==> src/rtl/arf_ctrl_pkg.sv <==
// rtl/arf_ctrl_pkg.sv - shared codes and types for the address register file sequencer
package arf_ctrl_pkg;

    // Register function codes driven on FunSel
    localparam logic [1:0] FS_DEC  = 2'b00;
    localparam logic [1:0] FS_INC  = 2'b01;
    localparam logic [1:0] FS_LOAD = 2'b10;
    localparam logic [1:0] FS_CLR  = 2'b11;

    // OutD source codes driven on OutDSel
    localparam logic [1:0] SEL_PC = 2'b00;
    localparam logic [1:0] SEL_SP = 2'b01;
    localparam logic [1:0] SEL_AR = 2'b10;

    // Bit positions inside RegSel
    localparam int RS_AR = 0;
    localparam int RS_SP = 1;
    localparam int RS_PC = 2;

    // Operation tags; also the bit positions of done and of the request vector
    localparam logic [2:0] TAG_FETCH = 3'd0;
    localparam logic [2:0] TAG_PUSH  = 3'd1;
    localparam logic [2:0] TAG_POP   = 3'd2;
    localparam logic [2:0] TAG_DATA  = 3'd3;
    localparam logic [2:0] TAG_JUMP  = 3'd4;

    localparam int N_CLIENTS = 5;

    typedef enum logic [1:0] {
        ST_IDLE  = 2'd0,
        ST_SETUP = 2'd1,
        ST_SEL   = 2'd2,
        ST_ADDR  = 2'd3
    } state_t;

    // Which register an operation addresses memory with
    function automatic logic [1:0] tag_outsel(input logic [2:0] tag);
        case (tag)
            TAG_PUSH, TAG_POP: tag_outsel = SEL_SP;
            TAG_DATA:          tag_outsel = SEL_AR;
            default:           tag_outsel = SEL_PC;
        endcase
    endfunction

endpackage

==> src/rtl/arf_ctrl_arbiter.sv <==
// rtl/arf_ctrl_arbiter.sv - fixed-priority request select with fetch starvation override
module arf_ctrl_arbiter
    import arf_ctrl_pkg::*;
#(
    parameter int FETCH_STARVE = 4
) (
    input  logic                 clock,
    input  logic                 reset,
    input  logic [N_CLIENTS-1:0] req,
    input  logic                 arb_en,
    output logic [N_CLIENTS-1:0] grant,
    output logic [2:0]           grant_tag
);

    // FETCH_STARVE below 1 is treated as a one-bit counter
    localparam int CW = (FETCH_STARVE < 1) ? 1 : $clog2(FETCH_STARVE + 1);
    localparam logic [CW-1:0] STARVE_LIMIT = CW'(FETCH_STARVE);

    logic [CW-1:0] starve_cnt;

    // Fixed priority jump > pop > push > data > fetch, unless fetch has waited long enough
    always_comb begin
        grant     = '0;
        grant_tag = TAG_FETCH;
        if (arb_en) begin
            if (req[TAG_FETCH] && starve_cnt == STARVE_LIMIT) begin
                grant[TAG_FETCH] = 1'b1;
                grant_tag        = TAG_FETCH;
            end else if (req[TAG_JUMP]) begin
                grant[TAG_JUMP] = 1'b1;
                grant_tag       = TAG_JUMP;
            end else if (req[TAG_POP]) begin
                grant[TAG_POP] = 1'b1;
                grant_tag      = TAG_POP;
            end else if (req[TAG_PUSH]) begin
                grant[TAG_PUSH] = 1'b1;
                grant_tag       = TAG_PUSH;
            end else if (req[TAG_DATA]) begin
                grant[TAG_DATA] = 1'b1;
                grant_tag       = TAG_DATA;
            end else if (req[TAG_FETCH]) begin
                grant[TAG_FETCH] = 1'b1;
                grant_tag        = TAG_FETCH;
            end
        end
    end

    // Count grants that pass over a waiting fetch; a fetch grant or idle fetch clears it
    always_ff @(posedge clock or posedge reset) begin
        if (reset) begin
            starve_cnt <= '0;
        end else if (!req[TAG_FETCH]) begin
            starve_cnt <= '0;
        end else if (|grant) begin
            if (grant[TAG_FETCH]) begin
                starve_cnt <= '0;
            end else begin
                starve_cnt <= starve_cnt + CW'(1);
            end
        end
    end

endmodule

==> src/rtl/arf_access_sequencer.sv <==
// rtl/arf_access_sequencer.sv - arbitrates address requests and sequences the address register file
module arf_access_sequencer
    import arf_ctrl_pkg::*;
#(
    parameter int FETCH_STARVE = 4
) (
    input  logic        clock,
    input  logic        reset,
    input  logic        req_fetch,
    input  logic        req_push,
    input  logic        req_pop,
    input  logic        req_data,
    input  logic        req_jump,
    input  logic [15:0] data_addr,
    input  logic [15:0] jump_target,
    input  logic        mem_ready,
    output logic [4:0]  done,
    output logic        busy,
    output logic        addr_valid,
    output logic [2:0]  addr_tag,
    output logic [2:0]  RegSel,
    output logic [1:0]  FunSel,
    output logic [1:0]  OutDSel,
    output logic [31:0] arf_in
);

    state_t                 state_q, state_d;
    logic [2:0]             tag_q, tag_d;
    logic [N_CLIENTS-1:0]   req_vec;
    logic [N_CLIENTS-1:0]   grant;
    logic [2:0]             grant_tag;

    assign req_vec = {req_jump, req_data, req_pop, req_push, req_fetch};

    arf_ctrl_arbiter #(
        .FETCH_STARVE (FETCH_STARVE)
    ) u_arbiter (
        .clock     (clock),
        .reset     (reset),
        .req       (req_vec),
        .arb_en    (state_q == ST_IDLE),
        .grant     (grant),
        .grant_tag (grant_tag)
    );

    // Next state: fetch/push skip SETUP, jump ends after SETUP, ADDR waits for mem_ready
    always_comb begin
        state_d = state_q;
        tag_d   = tag_q;
        case (state_q)
            ST_IDLE: begin
                if (|grant) begin
                    tag_d   = grant_tag;
                    state_d = (grant[TAG_FETCH] || grant[TAG_PUSH]) ? ST_SEL : ST_SETUP;
                end
            end
            ST_SETUP: state_d = (tag_q == TAG_JUMP) ? ST_IDLE : ST_SEL;
            ST_SEL:   state_d = ST_ADDR;
            ST_ADDR:  state_d = mem_ready ? ST_IDLE : ST_ADDR;
            default:  state_d = ST_IDLE;
        endcase
    end

    // State and owner tag registers
    always_ff @(posedge clock or posedge reset) begin
        if (reset) begin
            state_q <= ST_IDLE;
            tag_q   <= TAG_FETCH;
        end else begin
            state_q <= state_d;
            tag_q   <= tag_d;
        end
    end

    // Register file controls decoded from state; only mem_ready and the load values reach outputs
    always_comb begin
        RegSel     = 3'b000;
        FunSel     = FS_DEC;
        OutDSel    = SEL_PC;
        arf_in     = 32'h0000_0000;
        done       = 5'b00000;
        addr_valid = 1'b0;
        case (state_q)
            ST_SETUP: begin
                case (tag_q)
                    TAG_POP: begin
                        RegSel[RS_SP] = 1'b1;
                        FunSel        = FS_INC;
                    end
                    TAG_DATA: begin
                        RegSel[RS_AR] = 1'b1;
                        FunSel        = FS_LOAD;
                        arf_in        = {16'h0000, data_addr};
                    end
                    TAG_JUMP: begin
                        RegSel[RS_PC]  = 1'b1;
                        FunSel         = FS_LOAD;
                        arf_in         = {16'h0000, jump_target};
                        done[TAG_JUMP] = 1'b1;
                    end
                    default: ;
                endcase
            end
            ST_SEL: begin
                OutDSel = tag_outsel(tag_q);
            end
            ST_ADDR: begin
                OutDSel    = tag_outsel(tag_q);
                addr_valid = 1'b1;
                if (mem_ready) begin
                    done = 5'b00001 << tag_q;
                    if (tag_q == TAG_FETCH) begin
                        RegSel[RS_PC] = 1'b1;
                        FunSel        = FS_INC;
                    end else if (tag_q == TAG_PUSH) begin
                        RegSel[RS_SP] = 1'b1;
                        FunSel        = FS_DEC;
                    end
                end
            end
            default: ;
        endcase
    end

    assign busy     = (state_q != ST_IDLE);
    assign addr_tag = tag_q;

endmodule

==> config.mk <==
export PLATFORM = sky130hd
export DESIGN_NAME = arf_access_sequencer
export DESIGN_NICKNAME = d
export VERILOG_FILES = /design/src/rtl/arf_ctrl_pkg.sv /design/src/rtl/arf_ctrl_arbiter.sv /design/src/rtl/arf_access_sequencer.sv
export SDC_FILE = /design/constraint.sdc
export NUM_CORES = 1
export LEC_CHECK = 0
export CAP_MARGIN = 20
export CORE_MARGIN = 8
export CORE_UTILIZATION = 34
export CTS_CLUSTER_DIAMETER = 80
export DETAILED_ROUTE_END_ITERATION = 8
export GPL_TIMING_DRIVEN = 0
export MAX_ROUTING_LAYER = met4
export PLACE_DENSITY = 0.94
export SLEW_MARGIN = 15
export SYNTH_ARGS = -nofsm -noshare
export SYNTH_HDL_FRONTEND = slang
export SYNTH_SLANG_ARGS = --single-unit
==> constraint.sdc <==
create_clock -name clock -period 2.02 [get_ports clock]
set_input_delay 0.303 -clock clock [delete_from_list [all_inputs] [get_ports clock]]
set_output_delay 0.303 -clock clock [all_outputs]
set_load 0.005 [all_outputs]
Word level (Yosys, flattened, before mapping). Cells that the tools add are included.

Register bits: 8. Latch bits: 0. Bits in writable memories: 0. Bits in read-only memories: 0. Input bits: 40. Output and inout bits: 49. Logic and storage cells: 73. Memories kept: 0.

$add $sub $neg: 1. $mul: 0. Divide/modulo/power cells: 0. Magnitude comparators: 0. Equal/unequal tests: 10. Shifts and indexed selects: 1. Multiplexer cells: 48. Bitwise gates (word level): 0. Reductions and logical operators: 10.

Operator list (number): one-hot mux 16 bit (2 select lines) (1); 2-to-1 mux 3 bit (7); 2-to-1 mux 1 bit (20); 2-to-1 mux 16 bit (1); 2-to-1 mux 2 bit (8); one-hot mux 2 bit (2 select lines) (4); 2-to-1 mux 4 bit (3); 2-to-1 mux 5 bit (2); one-hot mux 2 bit (4 select lines) (1); equality test 3 x 2 -> 1 bit, second input constant (2); equality test 3 bit, second input constant (2); OR reduction 2 bit (3); OR reduction 5 bit (1); << shifter 1 x 3 -> 5 bit, first input constant (1); equality test 2 bit, second input constant (2); adder 3 x 1 -> 3 bit, second input constant (1); equality test 3 x 1 -> 1 bit, second input constant (1); zero test 3 bit (1); equality test 2 x 1 -> 1 bit, second input constant (1); zero test 2 bit (1); != test 2 x 1 -> 1 bit, second input constant (1); != test 2 bit, second input constant (1); one-hot mux 1 bit (2 select lines) (1); AND reduction 2 bit (1); 3 further kinds (3).

Depth between registers and ports, before layout.
Depth in word-level cells: 11. Depth in mapped cells: 6. Mapped depth without buffers: 5.

By module. From an unflattened synthesis, not the netlist that was laid out.

Cell total of the unflattened synthesis: 119. Area total of the unflattened synthesis: 1007.2 µm².

By module, submodules not included: arf_access_sequencer (times used 1, cells each 85, area an instance 705.7 µm²); arf_ctrl_arbiter (times used 1, cells each 34, area an instance 301.5 µm²).

Worst setup path before layout. Ideal clock, no wire load.

Path kind: register to output. Start: register tag_q[2], in the netlist addr_tag[2]. End: output arf_in[10]. Arrival time: 1.268 ns. Required time: 1.717 ns. Setup slack: 0.449 ns. Stages on the path, launching flop included: 6. Path buffers: 2. Path through: dfrtp_1 > buf_6 > nand2b_4 > nor3_4 > buf_6 > a22o_1.

Longest elaborated chain between the ends: 3. Elaborated cells on any way between the ends: 4. Those cells by class: eq/ne: 2; mux: 2.

Ends and longest elaborated chain: from (decl) (RTL line arf_access_sequencer.sv:28) `logic [2:0] tag_q, tag_d;`; from (signal assigned) (RTL line arf_access_sequencer.sv:71) `tag_q <= tag_d;`; equality test 3 bit / equality test 3 x 2 -> 1 bit (equally long branches) (RTL line arf_access_sequencer.sv:85) `case (tag_q)`; one-hot mux 16 bit (2 select lines) * (RTL line arf_access_sequencer.sv:85); 2-to-1 mux 16 bit * (RTL line arf_access_sequencer.sv:83) `case (state_q)`; to (decl) (RTL line arf_access_sequencer.sv:24) `output logic [31:0] arf_in`.

Mark *: on every way between the ends. The rest lies on a longest branch, timed or not.

Worst setup path in the final report.
Start: register tag_q[1], in the netlist addr_tag[1]. End: output arf_in[15].

Same word-level chain as after synthesis.

==> impl_metrics.env <==
export IMPL_pin_count=89
export IMPL_cts_tree="built"
export IMPL_std_cell_rows=20
export IMPL_grt_pass1_vias=1281
export IMPL_cts_root_buffer="clkbuf_4"
export IMPL_drc_errors=0
export IMPL_crit_type="flip-flop to output pin"
export IMPL_cp_required_ns=1.72
export IMPL_ff2ff_path_depth=5
export IMPL_cts_htree_levels=1
export IMPL_power_density_mw_per_mm2=860
export IMPL_syn2layout_area_growth_pct=97.9
export IMPL_numPortBuffers=72
export IMPL_grt_first_pass_wirelength_mm=6.64
export IMPL_initial_core_util_pct=34.7
export IMPL_mostFrequentLayoutCells="clkdlybuf4s50_1 (43), buf_4 (24), buf_6 (17), a22o_1 (17), conb_1 (16)"
export IMPL_synth_edf_count=0
export IMPL_drive_gt1_share_pct=34.4
export IMPL_synth_top_family_by_area="simple AND/OR/NAND/NOR gates"
export IMPL_synth_ff_type="dfrtp_1"
export IMPL_hpwl_mm=3.06
export IMPL_drt_iter0_markers=28
export IMPL_die_h_um=70.9
export IMPL_syn_area_sq_mm=0.00102
export IMPL_rrSetupSlack_ns=0.48
export IMPL_yosysWarnings=0
export IMPL_synthAdderAreaFrac_pct=2.44
export IMPL_r2r_start="u_arbiter.starve_cnt[0]$_DFFE_PP0P_"
export IMPL_cp_start_kind="flip-flop"
export IMPL_crit_path_end_kind="output pin"
export IMPL_period_share_pct=101
export IMPL_synthArstFlopShare_pct=100
export IMPL_synth_xor_area_share_pct=0.855
export IMPL_violations="setup timing"
export IMPL_final_cells=260
export IMPL_design_core_area_sq_mm=0.00295
export IMPL_diodes=0
export IMPL_synthCells=118
export IMPL_dr_pass1_iters=4
export IMPL_setup_tns_final_ns=-0.0655
export IMPL_antenna_found_initial=0
export IMPL_grt_start_max_net_pins=11
export IMPL_cts_sinks=8
export IMPL_clk_pin_slew_worst_paths_ns=0.05
export IMPL_ys_ff_latch=8
export IMPL_gp_congestion=0.844
export IMPL_wire_per_inst_um=16.6
export IMPL_worst_slack_ns=-0.0237
export IMPL_synth_compound_area_share_pct=25.9
export IMPL_maxCapViolations=0
export IMPL_postSynthAreaPerCell_sq_um=8.68
export IMPL_worstPathMaxFanout=7
export IMPL_synth_cell_types=41
export IMPL_endpoint="arf_in[15]"
export IMPL_finalHoldViolCount=0
export IMPL_synth_simple_area_share_pct=28.3
export IMPL_fin_worst_skew_ns=0.000235
export IMPL_reg2reg_to="state_q[1]$_DFFE_PP0P_"
export IMPL_synth_mux_area_share_pct=0.977
export IMPL_fin_area_sq_mm=0.00203
export IMPL_max_clock_freq_mhz=489
export IMPL_leakagePower_uw=0.00107
export IMPL_setup_viol=5
export IMPL_dieArea_sq_mm=0.00503
export IMPL_post_place_cells=238
export IMPL_via_count=1293
export IMPL_wl_mm=4.32
export IMPL_insertion_delay_ns=0.25
export IMPL_hold_path_class="input port to async pin"
export IMPL_overflow=0
export IMPL_ir_worst_vdd_mv=0.416
export IMPL_nNetsFinal=271
export IMPL_fillers=224
export IMPL_status="finished, violations left"
export IMPL_clockBufferDepth=2
export IMPL_dpl_cell_area_sq_mm=0.00184
export IMPL_crit_path_start="addr_tag[1]$_DFFE_PP0P_"
export IMPL_ant_nets=0
export IMPL_period_minus_slack_ns=2.04
export IMPL_die_x_um=70.9
export IMPL_yosysSeqAreaShare_pct=19.5
export IMPL_cts_made_buffers=3
export IMPL_cp_arrival_ns=1.74
export IMPL_grt_usage_pct=16.8
export IMPL_drv_slew=0
export IMPL_holdBufCountCts=0
export IMPL_via_per_inst=4.97
export IMPL_layout_commonest_cell="clkdlybuf4s50_1"
export IMPL_rsz0062_at_grt="yes"
-- how the worst min path moves through the flow --
stage | startpoint | end | slack (ns) | cells past startpoint
after floorplan | reset | addr_tag[0]$_DFFE_PP0P_ | 0.12 | 1
after global placement | u_arbiter.starve_cnt[0]$_DFFE_PP0P_ | u_arbiter.starve_cnt[0]$_DFFE_PP0P_ | 0.55 | 2
after detailed placement | u_arbiter.starve_cnt[1]$_DFFE_PP0P_ | u_arbiter.starve_cnt[1]$_DFFE_PP0P_ | 0.56 | 2
after CTS | reset | state_q[1]$_DFFE_PP0P_ | 0.30 | 2
after global routing | reset | u_arbiter.starve_cnt[2]$_DFFE_PP0P_ | 0.34 | 2
final | reset | addr_tag[0]$_DFFE_PP0P_ | 0.30 | 2
-- report_power, final --
part / total, uW / switching, uW / internal [uW]
logic: 1360 / 594 / 764
registers: 264 / 46.5 / 218
clock network: 121 / 53.1 / 67.9
total: 1740 / 693 / 1050
-- synth_stat cells, types with 2 or more instances --
cell type  count  area (sq um)
buf_4         20           150
a22o_1        17           149
nand2_1        9          33.8
dfrtp_1        8           200
inv_1          7          26.3
buf_6          4          45.0
a21boi_0       3          22.5
nand4_1        3          18.8
nor2_1         3          11.3
nor3_1         3          15.0
nor3b_1        3          22.5
o21ai_0        3          15.0
a21oi_1        2          10.0
and3_1         2          12.5
ha_1           2          25.0
nand2b_1       2          12.5
nor4_1         2          12.5
or2_2          2          12.5
-- flip-flops by register name (all words and copies together), names as in the netlist --
signal / cells
addr_tag: 3
u_arbiter.starve_cnt: 3
state_q: 2
-- critical path, stage by stage, from the launching register on --
cell and delay (ns):
dfrtp_1 0.39, buf_6 0.14, nand4bb_4 0.23, nor2_4 0.17, buf_6 0.13, buf_6 0.09
buf_6 0.09, a22o_1 0.13, buf_2 0.11
-- metrics by stage --
stage          hold WS [ns]  worst slack, ns  util [%]  total power [uW]
2_1_floorplan         0.119            0.449         -               939
3_3_place_gp          0.547           -0.167      62.4              1390
3_5_place_dp          0.562           -0.163      62.4              1410
4_1_cts               0.305          -0.0784      67.8              1670
5_1_grt               0.336          -0.0776      68.7              1860
6_report              0.299          -0.0237      68.7              1740
-- timing repair --
action | 4_1_cts | 5_1_grt
setup buffers | 17 | 3
cloned | 1 | 0
gates resized for setup | 76 | 19
pin swaps | 4 | 9
endpoints found under the setup margin | 26 | 20
-- layout make-up --
| cell class | count | area [sq um] | share of cell area, % |
|---|---|---|---|
| Clock buffer | 3 | 22.5 | 1.11 |
| Tap cell | 33 | 41.3 | 2.04 |
| Timing Repair Buffer | 91 | 846 | 41.7 |
| Multi-Input combinational cell | 94 | 682 | 33.6 |
| Sequential cell | 8 | 200 | 9.87 |
| Inverter | 7 | 26.3 | 1.30 |
| Buffer | 24 | 210 | 10.4 |
-- metal layers --
metal  part of all wire [%]  track usage [%]
met1                     35             15.3
met5                      0                -
met4                    3.9             7.62
met2                     52             31.3
met3                    8.9             4.94
-- kinds of logic (layout without fill, tap and decap cells) --
logic type / after synthesis / in the layout
simple gates: 42 / 42
compound gates: 32 / 32
buf+inv: 31 / 125
flops: 8 / 8
fa+ha+maj: 2 / 2
other cells: 1 / 16
xor+xnor: 1 / 1
mux: 1 / 1
(Power assumes the default switching activity.)
